===== src/rtl/hazard_scoreboard.sv =====
// ID-stage hazard unit: tracks in-flight destination tags in a shadow pipeline and
// raises register/flag stalls, with a saturating stall-cycle counter.
module hazard_scoreboard #(
    parameter int unsigned ADDR_W = 4,
    parameter int unsigned DEPTH  = 2,
    parameter int unsigned CNT_W  = 16
) (
    input  logic              clk,
    input  logic              rst_n,
    input  logic              id_valid,
    input  logic [ADDR_W-1:0] src1,
    input  logic [ADDR_W-1:0] src2,
    input  logic              two_src,
    input  logic [ADDR_W-1:0] id_dest,
    input  logic              id_wb_en,
    input  logic              id_mem_r_en,
    input  logic              id_s_bit,
    input  logic              id_uses_flags,
    input  logic              is_branch,
    input  logic              forward_en,
    input  logic              flush,
    input  logic              clear_stats,
    output logic              hazard_detected,
    output logic [2:0]        hazard_cause,
    output logic [CNT_W-1:0]  stall_count
);

    logic [DEPTH-1:0]  valid_q, wb_q, mem_q, s_q;
    logic [ADDR_W-1:0] dest_q [DEPTH];
    logic [DEPTH-1:0]  hit1, hit2;
    logic              raw1, raw2, rawf;
    logic              issue;
    logic [CNT_W-1:0]  count_q;

    // Stalled or squashed instructions enter the shadow pipeline as bubbles.
    assign issue = id_valid & ~flush & ~hazard_detected;

    always_ff @(posedge clk) begin
        if (!rst_n) begin
            valid_q <= '0;
            wb_q    <= '0;
            mem_q   <= '0;
            s_q     <= '0;
            for (int k = 0; k < DEPTH; k++) begin
                dest_q[k] <= '0;
            end
        end else begin
            valid_q[0] <= issue;
            wb_q[0]    <= id_wb_en;
            mem_q[0]   <= id_mem_r_en;
            s_q[0]     <= id_s_bit;
            dest_q[0]  <= id_dest;
            for (int k = 1; k < DEPTH; k++) begin
                valid_q[k] <= valid_q[k-1];
                wb_q[k]    <= wb_q[k-1];
                mem_q[k]   <= mem_q[k-1];
                s_q[k]     <= s_q[k-1];
                dest_q[k]  <= dest_q[k-1];
            end
        end
    end

    always_comb begin
        hit1 = '0;
        hit2 = '0;
        for (int k = 0; k < DEPTH; k++) begin
            hit1[k] = valid_q[k] & wb_q[k] & (dest_q[k] == src1);
            hit2[k] = valid_q[k] & wb_q[k] & (dest_q[k] == src2) & two_src;
        end
    end

    always_comb begin
        raw1 = 1'b0;
        raw2 = 1'b0;
        rawf = 1'b0;
        if (forward_en) begin
            // Only a load in EXE cannot be forwarded; branches resolve in ID with no bypass.
            raw1 = (hit1[0] & mem_q[0]) | (is_branch & (|hit1));
            raw2 = (hit2[0] & mem_q[0]) | (is_branch & (|hit2));
            rawf = id_uses_flags & valid_q[0] & s_q[0];
        end else begin
            raw1 = |hit1;
            raw2 = |hit2;
            rawf = id_uses_flags & (|(valid_q & s_q));
        end
    end

    assign hazard_detected = id_valid & ~flush & (raw1 | raw2 | rawf);
    assign hazard_cause    = hazard_detected ? {rawf, raw2, raw1} : 3'b000;

    always_ff @(posedge clk) begin
        if (!rst_n) begin
            count_q <= '0;
        end else if (clear_stats) begin
            count_q <= '0;
        end else if (hazard_detected && (count_q != {CNT_W{1'b1}})) begin
            count_q <= count_q + CNT_W'(1);
        end
    end

    assign stall_count = count_q;

endmodule


===== config.mk =====
export PLATFORM = sky130hd
export DESIGN_NAME = hazard_scoreboard
export DESIGN_NICKNAME = d
export VERILOG_FILES = /design/src/rtl/hazard_scoreboard.sv
export SDC_FILE = /design/constraint.sdc
export NUM_CORES = 1
export LEC_CHECK = 0
export CAP_MARGIN = 40
export CORE_MARGIN = 2
export CORE_UTILIZATION = 50
export CTS_CLUSTER_SIZE = 25
export DETAILED_ROUTE_END_ITERATION = 8
export GPL_TIMING_DRIVEN = 1
export PLACE_DENSITY = 0.83
export SYNTH_ARGS = -nofsm -noshare
export SYNTH_HDL_FRONTEND = slang
export SYNTH_SLANG_ARGS = --single-unit

===== constraint.sdc =====
create_clock -name clk -period 3.5 [get_ports clk]
set_clock_uncertainty 0.15 [all_clocks]
set_input_delay 0.525 -clock clk [delete_from_list [all_inputs] [get_ports clk]]
set_output_delay 0.525 -clock clk [all_outputs]
set_load 0.01 [all_outputs]

; ---- Word level (Yosys, flattened, before mapping)
; Memory sizes are Yosys's and may differ from the RTL's.
; Index checks and enable logic that the tools add are counted.
; Widths: inputs -> output; s select.
[totals]
memories = 1
romBits = 0
reg_bits = 23
output_inout_bits = 20
latch_bits = 0
ram_bits = 8
[mem_list]
columns = name, words, width, read_ports, rd_ports_with_merged_regs, write_ports, line
row1 = dest_q, 2, 4, 2, 0, 2, 29  ; logic [ADDR_W-1:0] dest_q [DEPTH];
[op_classes]
n_div = 0
n_reduce_logical = 5
multipliers = 0
muxes = 8
n_addsub = 1
shifts = 0
n_bitwise = 28
magnitude_cmp = 0
eq_ne = 5
[ops]
columns = operator, count
row1 = $and 1x1->1, 18
row2 = $add 16x1->16 const B, 1
row3 = $eq 4x4->1, 4
row4 = $ne 16x16->1 const B, 1
row5 = $mux 4, 2
row6 = $reduce_or 2->1, 4
row7 = $or 1x1->1, 6
row8 = $mux 1, 5
row9 = $mux 3, 1
row10 = $not 1->1, 3
row11 = $and 2x2->2, 1
row12 = $logic_and 1x1->1, 1

; ---- Longest topological paths before layout
[logic_depth]
ltp_word = 12
ltp_mapped = 9
mapped_depth_nobuf = 7

; ---- Worst setup path before layout
; No wires, ideal clock.
[synth_path]
path_type = input port to flip-flop
startpoint = in is_branch
endpoint = reg count_q[10], in the netlist stall_count[10]
cell_stages = 9
arrival_time_ns = 2.096
required_time_ns = 3.218
path_slack_ns = 1.121
path_buffers = 2
cell_sequence = nand2b_1 > nand3_1 > or3_4 > a311oi_2 > nor2_2 > clkbuf_8 > buf_2 > o31ai_1 > a21oi_1
[synth_via]
elab_chain_cells = 7
elab_cells_between_ends = 10
cone_classes = mux: 2 / bitwise: 7 / reduce/logical: 1
[synth_rtl]
columns = element, line
row1 = "start, declared", 19  ; input logic is_branch,
row2 = $and 1x1->1 (on tied branches), "78, 79"
row3 = $or 1x1->1 (on tied branches), "78, 79"
row4 = $mux 1, 76  ; if (forward_en) begin
row5 = $or 1x1->1 (*) (2 in a row), 88  ; assign hazard_detected = id_valid & ~flush & (raw1 | raw2 | rawf);
row6 = $and 1x1->1 (*), 88
row7 = $logic_and 1x1->1 (*), 96  ; end else if (hazard_detected && (count_q != {CNT_W{1'b1}})) begin
row8 = "end signal, assigned", 97  ; count_q <= count_q + CNT_W'(1);
row9 = "end, declared", 33  ; logic [CNT_W-1:0] count_q;
; Every way passes the cells marked *; elsewhere a longest branch is shown, timed or not.
; A chain may end at the register's enable or synchronous reset.

; ---- Worst setup path after layout
[layout_path]
startpoint = in src1[3]
endpoint = out hazard_detected
[layout_via]
elab_chain_cells = 9
elab_cells_between_ends = 12
cone_classes = eq/ne: 2 / mux: 1 / bitwise: 8 / reduce/logical: 1
[layout_rtl]
columns = element, line
row1 = "start, declared", 11  ; input logic [ADDR_W-1:0] src1,
row2 = $eq 4x4->1, 67  ; hit1[k] = valid_q[k] & wb_q[k] & (dest_q[k] == src1);
row3 = $and 1x1->1, 67
row4 = $reduce_or 2->1, "78, 82"
row5 = $and 1x1->1, 78  ; raw1 = (hit1[0] & mem_q[0]) | (is_branch & (|hit1));
row6 = $or 1x1->1, 78
row7 = $mux 1 (*), 76
row8 = $or 1x1->1 (*) (2 in a row), 88
row9 = $and 1x1->1 (*), 88
row10 = "end, declared", 23  ; output logic hazard_detected,
; Marked as above.

==> flow_metrics.py <==
metrics = {
    "timing": {
        "worst_pin_slew_ns": 0.917,
        "slew_viol_final": 0,
        "worst_slack_ns": 0.244,
        "fin_crit_sh": 0.930,
        "fin_crit_ns": 3.26,
        "setup_tns_ns": 0,
        "timing.final.hold_violations": 0,
        "fmax_ghz": 0.307,
        "max_slew_margin": 0.388,
        "setup_viol": 0,
        "rsz0062_at_grt": "no",
    },
    "clock_network": {
        "clk_transition_reported_paths_ns": 0.08,
        "cts_tree": "done",
        "cts_buffers": 5,
        "cts_setup_buffers": 0,
        "clk_latency_ns": 0.33,
        "ctsRootBufferMaster": "clkbuf_4",
        "cts-resized-gates": 0,
        "cts_num_sinks": 31,
        "htreeDepth": 2,
        "hold_buffers": 0,
        "clockBufferDepth": 2,
    },
    "pwr": {
        "p_per_area_mw_per_mm2": 307,
        "switching_power_mw": 0.136,
        "power.internal_mw": 0.470,
        "ir_worst_vdd_mv": 0.244,
        "fin_total_pwr_mw": 0.606,
        "power_frac_comb": 0.101,
        "leakagePower_nw": 0.667,
        "p_seq_frac": 0.605,
        "p_clk_frac": 0.294,
        "p_sw_frac": 0.225,
    },
    "route": {
        "avgRoutedWirePerCell_um": 14.2,
        "initialDrtViolationCount": 78,
        "drc": 1,
        "first_pass_iters": 6,
        "viasPerCell": 5.70,
        "routed_wl_um": 3460,
        "ant_nets": 0,
        "num_vias": 1390,
    },
    "min_path": {
        "hold_depth": 1,
        "hp-class": "flop to flop",
    },
    "yosys": {
        "synth_cells": 170,
        "netlist_area_sq_mm": 0.00150,
        "synth_top_cell_area_share": 0.414,
        "synth-edff-count": 0,
        "synth_flop_cell": "dfxtp_1",
        "yosys_warnings": 0,
        "yosys-top-cells-area": "dfxtp_1, and2_1, xnor2_1, a21oi_1, xor2_1",
        "synth_top_area_cell": "dfxtp_1",
        "synthDistinctLibCells": 33,
        "async_flop_share": 0,
        "postSynthAreaPerCell_sq_um": 8.81,
        "syn_nets": 195,
        "ys_ff_latch": 31,
        "synth-seq-area-share": 0.414,
    },
    "grt": {
        "grt_max_degree": 29,
        "grt_pass1_vias": 1388,
        "grt_pass1_wl_um": 6020,
        "antenna_found_initial": 0,
        "track_usage": 0.232,
        "overflow": 0,
    },
    "setup_path": {
        "rr_worst_depth": 7,
        "crit_arrival_ns": 2.58,
        "cp-start-kind": "input port",
        "path_depth": 7,
        "crit_top_cell": "clkdlybuf4s50_1",
        "crit_type": "input port to output port",
        "crit_required_ns": 2.82,
        "endpoint_kind": "output port",
        "timing.critical_path.slowest_stage_cell": "clkdlybuf4s50_1",
        "crit_path_max_incr_delay_ns": 0.57,
        "worstPathCellList": "clkdlybuf4s50_1 -> xnor2_1 -> nand3_1 -> o32a_1 -> and3_2 -> o22ai_1 -> clkdlybuf4s50_1",
        "critical-path-top-delay-family": "buffers and inverters",
        "cp_max_fo": 3,
        "crit_buf_inv": 2,
    },
    "die": {
        "ios": 44,
        "dieArea_sq_mm": 0.00345,
        "die_y_um": 58.7,
        "start_util": 0.534,
        "core-area_sq_mm": 0.00281,
        "die_x_um": 58.7,
        "rows": 19,
    },
    "place": {
        "dp_hpwl_um": 2650,
        "post-place-ws_ns": 0.257,
        "dp_cells": 238,
        "port-buffer-count": 43,
        "place.gp.congestion": 0.868,
    },
    "status": {
        "status": "finished with violations",
        "violations": "DRC",
    },
    "layout": {
        "area_growth_pct": 31.7,
        "final_layout_size_suffix_gt1_frac": 0.0657,
        "register_area_sq_um": 621,
        "antennaDiodeCount": 0,
        "multi_input_area_sq_um": 831,
        "nNetsFinal": 239,
        "fillers": 230,
        "stdcell_count": 244,
    },
    "run": {
        "maxCapViolCount": 0,
    },
}
power by group through the flow:
| stage | sequential (mW) | combinational [mW] | clock [mW] |
|---|---|---|---|
| after floorplan | 0.373 | 0.0274 | 0 |
| after global placement | 0.375 | 0.0598 | 0 |
| after detailed placement | 0.375 | 0.0609 | 0 |
| after CTS | 0.367 | 0.0614 | 0.184 |
| after global routing | 0.368 | 0.0671 | 0.195 |
| final | 0.367 | 0.0613 | 0.178 |
path summary, 6_finish.rpt:
check                                            startpoint                            to  slack (ns)
worst max register to register  stall_count[4]$_SDFFE_PP0P_  stall_count[13]$_SDFFE_PP0P_        0.83
worst max-delay path                                src1[3]               hazard_detected        0.24
worst min register to register           wb_q[0]$_SDFF_PN0_            wb_q[1]$_SDFF_PN0_        0.31
worst min-delay path                     wb_q[0]$_SDFF_PN0_            wb_q[1]$_SDFF_PN0_        0.31
registers in the layout (all words and copies together), names as in the netlist:
register	count
mem_q	1
s_q	2
stall_count	16
dest_q	8
wb_q	2
valid_q	2
stage by stage:
stage | cell area [sq um] | hold WS, ns | utilization
floorplan | 1500 | 0.280 | -
global placement | 1930 | 0.287 | 0.689
detailed placement | 1930 | 0.294 | 0.689
CTS | 1970 | 0.315 | 0.703
global route | 1970 | 0.354 | 0.703
finish | 1970 | 0.314 | 0.703
routing by layer:
layer  up-vias  part of all wire  track usage
met1       642              0.46        0.303
met3         9             0.051       0.0593
met5         -                 0            0
li1        696                 -            -
met4         0             0.024        0.117
met2        43              0.47        0.356
kinds of logic (layout without fill, tap and decap cells):
kind of cell,after synthesis,count (layout),share of synthesized area
buffers and inverters,8,51,0.0309
DFF,31,31,0.414
and+or+nand+nor,78,78,0.303
adders and majority gates,1,1,0.00835
AOI/OAI and AO/OA,33,33,0.131
muxes,1,1,0.00668
xor gates and xnor gates,18,18,0.105
synthesized netlist by cell type, types with 4 or more instances:
master	n
a21oi_1	14
and2_1	16
and3_1	6
dfxtp_1	31
nand2_1	8
nand3_1	10
nand4_1	6
nor2_1	7
nor3_1	4
o21ai_0	10
o31ai_1	6
or3_1	4
or4_1	6
xnor2_1	11
xor2_1	7
layout make-up:
| type | instances | share of cell area |
|---|---|---|
| clock buffer | 6 | 0.0209 |
| inverter | 1 | 0.00190 |
| multi-input combinational | 131 | 0.421 |
| sequential | 31 | 0.315 |
| tap | 31 | 0.0197 |
| timing repair buffer | 44 | 0.222 |
placed cells by master (no fill, tap or decap), drive strengths merged:
| master | instances |
|---|---|
| a21oi | 14 |
| a311oi | 1 |
| and2 | 16 |
| and3 | 7 |
| and4 | 1 |
| buf | 1 |
| clkbuf | 6 |
| clkdlybuf4s50 | 43 |
| dfxtp | 31 |
| ha | 1 |
| inv | 1 |
| mux2i | 1 |
| nand2 | 8 |
| nand2b | 2 |
| nand3 | 10 |
| nand4 | 6 |
| nor2 | 8 |
| nor3 | 4 |
| o21ai | 10 |
| o22ai | 1 |
| o31ai | 6 |
| o32a | 1 |
| or2 | 1 |
| or2b | 1 |
| or3 | 8 |
| or4 | 6 |
| xnor2 | 11 |
| xor2 | 7 |
(Power assumes the default switching activity.)
